### src/rtl/cpu_mon_pkg.sv
// Shared types, defaults and the MISR step function for the cpu response monitor.
package cpu_mon_pkg;

  typedef enum logic [1:0] {
    ST_IDLE = 2'd0,
    ST_RUN  = 2'd1,
    ST_DONE = 2'd2
  } mon_state_e;

  localparam int unsigned       DEF_SW   = 16;
  localparam logic [DEF_SW-1:0] DEF_POLY = 16'h1021;
  localparam int unsigned       CNT_W    = 8;

  // One MISR shift: multiply by x modulo the polynomial, then fold in the sample.
  function automatic logic [DEF_SW-1:0] misr_step(
    input logic [DEF_SW-1:0] misr,
    input logic [DEF_SW-1:0] data,
    input logic [DEF_SW-1:0] poly
  );
    return {misr[DEF_SW-2:0], 1'b0} ^ (misr[DEF_SW-1] ? poly : '0) ^ data;
  endfunction

endpackage

### src/rtl/cpu_mon_misr.sv
// Signature register: loads SEED on i_load, advances one MISR step on i_en.
module cpu_mon_misr
  import cpu_mon_pkg::*;
#(
  parameter int unsigned   SW   = DEF_SW,
  parameter logic [SW-1:0] POLY = DEF_POLY,
  parameter logic [SW-1:0] SEED = '0
) (
  input  logic          clk,
  input  logic          reset,
  input  logic          i_load,
  input  logic          i_en,
  input  logic [SW-1:0] i_data,
  output logic [SW-1:0] o_misr,
  output logic [SW-1:0] o_misr_nxt
);

  logic [SW-1:0] r_misr;
  logic [SW-1:0] w_misr_nxt;

  generate
    if (SW == DEF_SW) begin : g_pkg_step
      assign w_misr_nxt = misr_step(r_misr, i_data, POLY);
    end else begin : g_generic_step
      assign w_misr_nxt = {r_misr[SW-2:0], 1'b0} ^ (r_misr[SW-1] ? POLY : '0) ^ i_data;
    end
  endgenerate

  always_ff @(posedge clk) begin
    if (reset) begin
      r_misr <= SEED;
    end else if (i_load) begin
      r_misr <= SEED;
    end else if (i_en) begin
      r_misr <= w_misr_nxt;
    end
  end

  assign o_misr     = r_misr;
  assign o_misr_nxt = w_misr_nxt;

endmodule

### src/rtl/cpu_resp_monitor.sv
// Response monitor: windows dut_out into a MISR signature, checks it, tracks toggle coverage.
// Toggle coverage is built only when CPU_MON_TOGGLE_COV_EN is defined.
module cpu_resp_monitor
  import cpu_mon_pkg::*;
#(
  parameter int unsigned   DW      = 8,
  parameter int unsigned   SW      = DEF_SW,
  parameter logic [SW-1:0] POLY    = DEF_POLY,
  parameter logic [SW-1:0] SEED    = '0,
  parameter int unsigned   SAMPLES = 20,
  parameter logic [SW-1:0] EXP_SIG = '0
) (
  input  logic             clk,
  input  logic             reset,
  input  logic [DW-1:0]    dut_out,
  input  logic             start,
  input  logic             abort,
  output logic             busy,
  output logic             done,
  output logic             pass,
  output logic [SW-1:0]    signature,
  output logic [CNT_W-1:0] sample_cnt,
  output logic [DW-1:0]    tog_rise,
  output logic [DW-1:0]    tog_fall,
  output logic             cov_full,
  output mon_state_e       o_dbg_state
);

  localparam logic [CNT_W-1:0] LAST_CNT = CNT_W'(SAMPLES - 1);
  localparam logic [CNT_W-1:0] CNT_MAX  = '1;

  mon_state_e       r_state;
  mon_state_e       w_state_nxt;
  logic             w_load;
  logic             w_sample;
  logic             w_last;
  logic [CNT_W-1:0] r_cnt;
  logic             r_pass;
  logic [SW-1:0]    w_misr;
  logic [SW-1:0]    w_misr_nxt;

  // start/abort are level controls sampled each edge: start is honoured in IDLE or
  // DONE, abort only in RUN where it beats both start and that cycle's sample.
  always_comb begin
    w_state_nxt = r_state;
    w_load      = 1'b0;
    w_sample    = 1'b0;
    w_last      = (r_cnt == LAST_CNT);
    case (r_state)
      ST_IDLE: begin
        if (start) begin
          w_state_nxt = ST_RUN;
          w_load      = 1'b1;
        end
      end
      ST_RUN: begin
        if (abort) begin
          w_state_nxt = ST_IDLE;
        end else begin
          w_sample = 1'b1;
          if (w_last) w_state_nxt = ST_DONE;
        end
      end
      ST_DONE: begin
        if (start) begin
          w_state_nxt = ST_RUN;
          w_load      = 1'b1;
        end
      end
      default: w_state_nxt = ST_IDLE;
    endcase
  end

  always_ff @(posedge clk) begin
    if (reset) r_state <= ST_IDLE;
    else       r_state <= w_state_nxt;
  end

  always_ff @(posedge clk) begin
    if (reset || w_load) begin
      r_cnt <= '0;
    end else if (w_sample && (r_cnt != CNT_MAX)) begin
      r_cnt <= r_cnt + 1'b1;
    end
  end

  // Verdict is captured from the final sample's next-signature, so it is valid on DONE entry.
  always_ff @(posedge clk) begin
    if (reset || w_load) begin
      r_pass <= 1'b0;
    end else if (w_sample && w_last) begin
      r_pass <= (w_misr_nxt == EXP_SIG);
    end
  end

  cpu_mon_misr #(
    .SW   (SW),
    .POLY (POLY),
    .SEED (SEED)
  ) u_misr (
    .clk        (clk),
    .reset      (reset),
    .i_load     (w_load),
    .i_en       (w_sample),
    .i_data     (SW'(dut_out)),
    .o_misr     (w_misr),
    .o_misr_nxt (w_misr_nxt)
  );

`ifdef CPU_MON_TOGGLE_COV_EN
  logic [DW-1:0] r_prev;
  logic          r_prev_valid;
  logic [DW-1:0] r_rise;
  logic [DW-1:0] r_fall;

  // Sticky bits survive window restarts; only the first sample of a window is a reference.
  always_ff @(posedge clk) begin
    if (reset) begin
      r_prev       <= '0;
      r_prev_valid <= 1'b0;
      r_rise       <= '0;
      r_fall       <= '0;
    end else if (w_load) begin
      r_prev_valid <= 1'b0;
    end else if (w_sample) begin
      r_prev       <= dut_out;
      r_prev_valid <= 1'b1;
      if (r_prev_valid) begin
        r_rise <= r_rise | (~r_prev & dut_out);
        r_fall <= r_fall | (r_prev & ~dut_out);
      end
    end
  end

  assign tog_rise = r_rise;
  assign tog_fall = r_fall;
  assign cov_full = (&r_rise) & (&r_fall);
`else
  assign tog_rise = '0;
  assign tog_fall = '0;
  assign cov_full = 1'b0;
`endif

  assign busy        = (r_state == ST_RUN);
  assign done        = (r_state == ST_DONE);
  assign pass        = r_pass;
  assign signature   = w_misr;
  assign sample_cnt  = r_cnt;
  assign o_dbg_state = r_state;

endmodule

### config.mk
export PLATFORM = sky130hd
export DESIGN_NAME = cpu_resp_monitor
export DESIGN_NICKNAME = d
export VERILOG_FILES = /design/src/rtl/cpu_mon_pkg.sv /design/src/rtl/cpu_mon_misr.sv /design/src/rtl/cpu_resp_monitor.sv
export SDC_FILE = /design/constraint.sdc
export NUM_CORES = 1
export LEC_CHECK = 0
export CAP_MARGIN = 20
export CORE_ASPECT_RATIO = 0.5
export CORE_UTILIZATION = 40
export CTS_BUF_LIST = sky130_fd_sc_hd__clkbuf_4
export CTS_CLUSTER_SIZE = 40
export DETAILED_ROUTE_END_ITERATION = 8
export PLACE_DENSITY = 0.75
export SLEW_MARGIN = 20
export SYNTH_ARGS = -nofsm -noshare
export SYNTH_HDL_FRONTEND = slang
export SYNTH_HIERARCHICAL = 1
export SYNTH_SLANG_ARGS = --single-unit
### constraint.sdc
create_clock -name clk -period 2.1 [get_ports clk]
set_input_delay 0.525 -clock clk [delete_from_list [all_inputs] [get_ports clk]]
set_output_delay 0.525 -clock clk [all_outputs]
set_load 0.01 [all_outputs]
==> results.md, run 1 <==
- Status: finished clean
- Critical Path End Type: register
- Setup CP Type: in -> reg
- Setup Skew: 0.001132 ns
- Gr usage total: 15.03%
- Die area: 3924 sq um
- Clock root cell: clkbuf_4
- Synth Flop Type: dfxtp_1
- Synthesized area: 1465 sq um
- RSZ-0062 raised after global routing: no
- Worst hold path class: reg -> reg
- Drt first pass iters: 4
- Cell count after synthesis: 159
- N_diodes: 0
- Chip height: 44.80 um
- Routed len/inst: 10.78 um
- Yosys top cell by area: dfxtp_1
- Pleak: 0.7927 nW
- GRT overflow: 0
- Dpl hpwl: 2.311 mm
- CTS Sinks: 27
- Final Max Slew Viols: 0
- Max Freq: 497.1 MHz
- R2r startpoint: u_misr/o_misr[15]$_SDFFE_PP0P_
- First-pass GRT wire length: 4.471 mm
- Final net count: 228
- Final hold violation count: 0
- Netlist cell types: 34
- Worst-Skew Late Latency: 0.32 ns
- # Post-CTS Setup Buffers: 0
- Startpoint Class: input pin
- Vias per cell: 4.589
- WHS Path Cells: 2
- Final Util: 56.54%
- Worst Path Arrival: 2.28 ns
- Top area cells in the synthesized netlist: dfxtp_1 37%, mux2i_1 13%, buf_4 9.2%, xor2_1 9.0%, nor2_1 6.1%
- CP max FO: 2
- Pin count of the biggest net entering global routing: 17
- Vias in the first global route: 1039
- Hold EP: pass$_SDFFE_PP0P_
- Total number of vias: 1216
- CTS max path bufs: 2
- R2R depth: 5
- Initial antenna violation count: 0
- Initial drt markers: 40
- Top cell type's share of synthesized area: 36.89%
- Syn Area/Cell: 9.215 sq um
- Reg-to-reg endpoint: pass$_SDFFE_PP0P_
- Warnings, synthesis: 6
- Die width: 87.59 um
- R2r setup slk: 0.19 ns
- I/O pins: 58
- Worst hold start: pass$_SDFFE_PP0P_
- Setup-failing EPs final: 0
- Post-synth EDFFs: 0
- Synth Register Bits: 27
- Core area: 3472 sq um
- Final ANT Viol Nets: 0
- Initial Utilization: 42.20%
- Period utilization: 95.80%
- # rows: 15
- Layout cells sized above 1: 9.813%
- H-tree depth: 1
- Pwr dens: 465.7 nW/um^2
- Cell area after layout: 1963 sq um
- Worst EP required: 2.37 ns
- Top post-synthesis cells by count: 27 x dfxtp_1, 24 x nor2_1, 19 x mux2i_1
- Min Tclk post-route: 2.012 ns
- TritonCTS buffer count: 3
- Most common cell in the netlist: dfxtp_1
- Gp weighted congestion: 0.7928
- FILL cells: 311
- Buffers added on ports: 40
- Peak VDD IR: 219.2 uV
- CTS tree: yes
- Clk slew on worst S/H paths: 0.14 ns
- Drc violations: 0
- Final wirelength: 2.856 mm
- Area growth from synthesis to layout: 33.99%
- DP Area: 1931 sq um
- Synth async-reset ratio: 0%
- Hold WS: 0.4871 ns
- MaxCap Viol Count: 0
- Register area share after synthesis: 36.89%
cells in the final DEF, fill, tap and decap left out, drive strengths merged, types with 2 or more instances in the layout:
cell	count
inv	3
conb	25
nand3	4
nand4	2
nand2	8
clkbuf	4
or2	2
mux2i	19
clkdlybuf4s50	40
dfxtp	27
nor3	3
or4	2
nor4	6
xor2	15
or3	2
nor2	24
buf	10
xor3	2
and2b	2
a21oi	4
worst max path at each step:
stage          depth (start not counted)           endpoint                           start
3_3_place_gp                           5  pass$_SDFFE_PP0P_                           abort
2_1_floorplan                          5  pass$_SDFFE_PP0P_                           abort
3_5_place_dp                           5  pass$_SDFFE_PP0P_                           abort
4_1_cts                                5  pass$_SDFFE_PP0P_                           abort
5_1_grt                                5  pass$_SDFFE_PP0P_  u_misr/o_misr[15]$_SDFFE_PP0P_
6_report                               5  pass$_SDFFE_PP0P_                           abort
cell type report:
class	instances	area [sq um]	area share [%]
clock buffers	4	30.03	1.530
flip-flops and latches	27	540.5	27.53
well taps	51	63.81	3.250
repair buffers	50	475.5	24.22
inverters	3	11.26	0.5736
multi-input cells	130	842.1	42.89
power by group:
group	total [mW]	switching [mW]	internal, mW
sequential	0.530	0.00867	0.521
clock	0.237	0.149	0.0872
combinational	0.148	0.0741	0.0735
total	0.914	0.232	0.682
sequential cells by signal, indices dropped and copies added (netlist names):
register       cells
pass               1
o_dbg_state        2
u_misr/o_misr     16
sample_cnt         8
metrics by stage:
stage	TNS (ns)	total power, mW	setup slack [ns]	cells
after global routing	0	0.9580	0.05680	265
after floorplan	0	0.6552	0.005813	183
after global placement	-1.983	0.6851	-0.2895	261
final	0	0.9142	0.08825	265
after detailed placement	-2.982	0.6879	-0.3524	261
after CTS	0	0.9220	0.06106	265
cells by family after synthesis:
group | Yosys count | synth area share [%]
and+or+nand+nor | 59 | 19.98
other | 1 | 0.2559
muxes | 19 | 12.98
AOI/OAI and AO/OA | 9 | 4.526
DFF | 27 | 36.89
xor gates and xnor gates | 17 | 12.55
buffers and inverters | 26 | 11.96
adders and majority gates | 1 | 0.8538
layer usage:
metal  share of wire [%]  track usage [%]  vias up
met3                 4.6            4.936        0
met2                  49            26.72       39
met4                   0            1.967        0
met1                  46            18.62      568
met5                   0                0        -
li1                    -                -      609
timing repair:
item,4_1_cts,5_1_grt
hold buffers,0,0
setup endpoints to repair,1,0
resized for setup,1,0
critical path: stages:
cell and delay, ns:
clkdlybuf4s50_1 0.39, or3b_4 0.37, or4_4 0.52, or3_1 0.33, a21oi_2 0.14
Power figures use the tool's default switching activity.
==> inputs of run 2 (changes only) <==
--- a/config.mk
+++ b/config.mk
@@ -7,11 +7,11 @@
 export LEC_CHECK = 0
 export CAP_MARGIN = 20
 export CORE_ASPECT_RATIO = 0.5
-export CORE_UTILIZATION = 40
+export CORE_UTILIZATION = 45
 export CTS_BUF_LIST = sky130_fd_sc_hd__clkbuf_4
 export CTS_CLUSTER_SIZE = 40
 export DETAILED_ROUTE_END_ITERATION = 8
-export PLACE_DENSITY = 0.75
+export PLACE_DENSITY = 0.8
 export SLEW_MARGIN = 20
 export SYNTH_ARGS = -nofsm -noshare
 export SYNTH_HDL_FRONTEND = slang
==> constraint.sdc (replaced) <==
create_clock -name clk -period 2.26 [get_ports clk]
set_input_delay 0.565 -clock clk [delete_from_list [all_inputs] [get_ports clk]]
set_output_delay 0.565 -clock clk [all_outputs]
set_load 0.01 [all_outputs]
==> run 2 against run 1 <==
- register-to-register slack better by 0.10 ns
- clock skew grew 0.0024 ns
- non-clock buffer count is 5 lower
- combinational power down 9%
- via count fell by 1.5%
- routed wire length shrank 4.8%
- design area down 2.7%
- total power decreased by 6.9%
- highest routed layer unchanged
==> results.md, run 2 (synthesized netlist as in run 1, its figures left out) <==
- CTS max path bufs: 2
- Met2 usage: 25.41%
- Peak VDD IR: 196.9 uV
- Worst hold path class: reg -> reg
- Worst hold start: pass$_SDFFE_PP0P_
- Buffers added on ports: 40
- GRT overflow: 0
- Critical Path End Type: register
- Min Tclk post-route: 2.103 ns
- Met3 Use GR: 5.435%
- Initial drt markers: 30
- Final net count: 223
- Dpl hpwl: 2.144 mm
- Die area: 3502 sq um
- Drc violations: 0
- CP max FO: 2
- Period utilization: 93.07%
- Initial Utilization: 48.07%
- Setup CP Type: in -> reg
- Final hold violation count: 0
- Setup Skew: 0.003550 ns
- Total number of vias: 1198
- Final worst setup slack: 0.1567 ns
- Layout cells sized above 1: 7.177%
- Pwr dens: 445.7 nW/um^2
- Worst-Skew Late Latency: 0.32 ns
- Startpoint Class: input pin
- Gp weighted congestion: 0.8193
- Hold EP: pass$_SDFFE_PP0P_
- Most frequent cells in the layout: 40 x clkdlybuf4s50_1, 27 x dfxtp_1, 25 x conb_1
- Cts hold-fix bufs: 0
- First-pass GRT wire length: 4.333 mm
- Post-CTS resize count: 0
- R2R depth: 4
- TritonCTS buffer count: 3
- Die width: 82.70 um
- Area growth from synthesis to layout: 30.32%
- WHS Path Cells: 2
- Final Max Slew Viols: 0
- Dpl ws: -0.1953 ns
- Clk slew on worst S/H paths: 0.14 ns
- N_diodes: 0
- I/O pins: 58
- R2r setup slk: 0.29 ns
- R2r startpoint: sample_cnt[3]$_SDFFE_PP0P_
- Pleak: 0.7638 nW
- Routed len/inst: 10.92 um
- Gr usage total: 16.49%
- Setup-failing EPs final: 0
- Hold WS: 0.4971 ns
- # Post-CTS Setup Buffers: 0
- Drt first pass iters: 4
- CTS Sinks: 27
- Status: finished clean
- Core area: 3048 sq um
- Reg-to-reg endpoint: pass$_SDFFE_PP0P_
- Final wirelength: 2.718 mm
- RSZ-0062 raised after global routing: no
- # rows: 14
- Pin count of the biggest net entering global routing: 17
- CTS tree: yes
- Worst Path Arrival: 2.38 ns
- Max Freq: 475.4 MHz
- Vias in the first global route: 990
- Vias per cell: 4.811
- Met1 Usage GRT: 22.60%
- Commonest non-fill, non-tap cell in the layout: clkdlybuf4s50_1
- Max reg flops: 16
- Initial antenna violation count: 0
- Chip height: 42.35 um
- H-tree depth: 1
- Clock root cell: clkbuf_4
- Worst EP required: 2.54 ns
- Setup TNS: 0 ns
- MaxCap Viol Count: 0
- Most Crowded Layer GR: met2
- Final ANT Viol Nets: 0
## run 2: cell count changes in the layout (fill, tap and decap cells not counted), sizes merged
cell / delta
buf: -5
## run 2: routing by layer
metal	share of wire, %	routed length [um]
met1	49	1334
met3	5.1	138
met4	0	0
met5	0	0
met2	46	1244
## run 2: worst max-delay path: stages
cell,delay (ns)
clkdlybuf4s50_1,0.39
or3b_1,0.37
or4_4,0.52
or3_1,0.40
a21oi_2,0.13
## run 2: worst max path at each step
| stage | to | depth (start not counted) | start |
|---|---|---|---|
| 2_1_floorplan | pass$_SDFFE_PP0P_ | 5 | abort |
| 3_3_place_gp | pass$_SDFFE_PP0P_ | 5 | abort |
| 3_5_place_dp | pass$_SDFFE_PP0P_ | 5 | abort |
| 4_1_cts | pass$_SDFFE_PP0P_ | 5 | abort |
| 5_1_grt | pass$_SDFFE_PP0P_ | 5 | abort |
| 6_report | pass$_SDFFE_PP0P_ | 5 | abort |
## run 2: through the flow
stage | power, mW | cells | utilization, % | cell area, sq um
4_1_cts | 0.8620 | 249 | 62.64 | 1909
3_5_place_dp | 0.6375 | 245 | 61.66 | 1879
6_report | 0.8509 | 249 | 62.64 | 1909
2_1_floorplan | 0.6088 | 183 | - | 1555
5_1_grt | 0.8995 | 249 | 62.64 | 1909
3_3_place_gp | 0.6359 | 245 | 61.66 | 1879
## run 2: final cells by class
cell class                      instances  area, sq um
Timing Repair Buffer                   45        437.9
Inverter                                3        11.26
Multi-Input combinational cell        130        839.6
Sequential cell                        27        540.5
Clock buffer                            4        30.03
Tap cell                               40        50.05
Fill cell                             276         1139
## run 2: where the power goes
part / internal [mW] / switching (mW)
registers: 0.484 / 0.00797
clock network: 0.0812 / 0.142
logic: 0.0676 / 0.0675
==> inputs of run 3 (changes only) <==
--- a/config.mk
+++ b/config.mk
@@ -5,11 +5,11 @@
 export SDC_FILE = /design/constraint.sdc
 export NUM_CORES = 1
 export LEC_CHECK = 0
+export ABC_CLOCK_PERIOD_IN_PS = 2260
 export CAP_MARGIN = 20
 export CORE_ASPECT_RATIO = 0.5
 export CORE_UTILIZATION = 45
 export CTS_BUF_LIST = sky130_fd_sc_hd__clkbuf_4
-export CTS_CLUSTER_SIZE = 40
 export DETAILED_ROUTE_END_ITERATION = 8
 export PLACE_DENSITY = 0.8
 export SLEW_MARGIN = 20
==> results of run 3 <==
Final layout, timing and power as in run 2 (identical DEF).
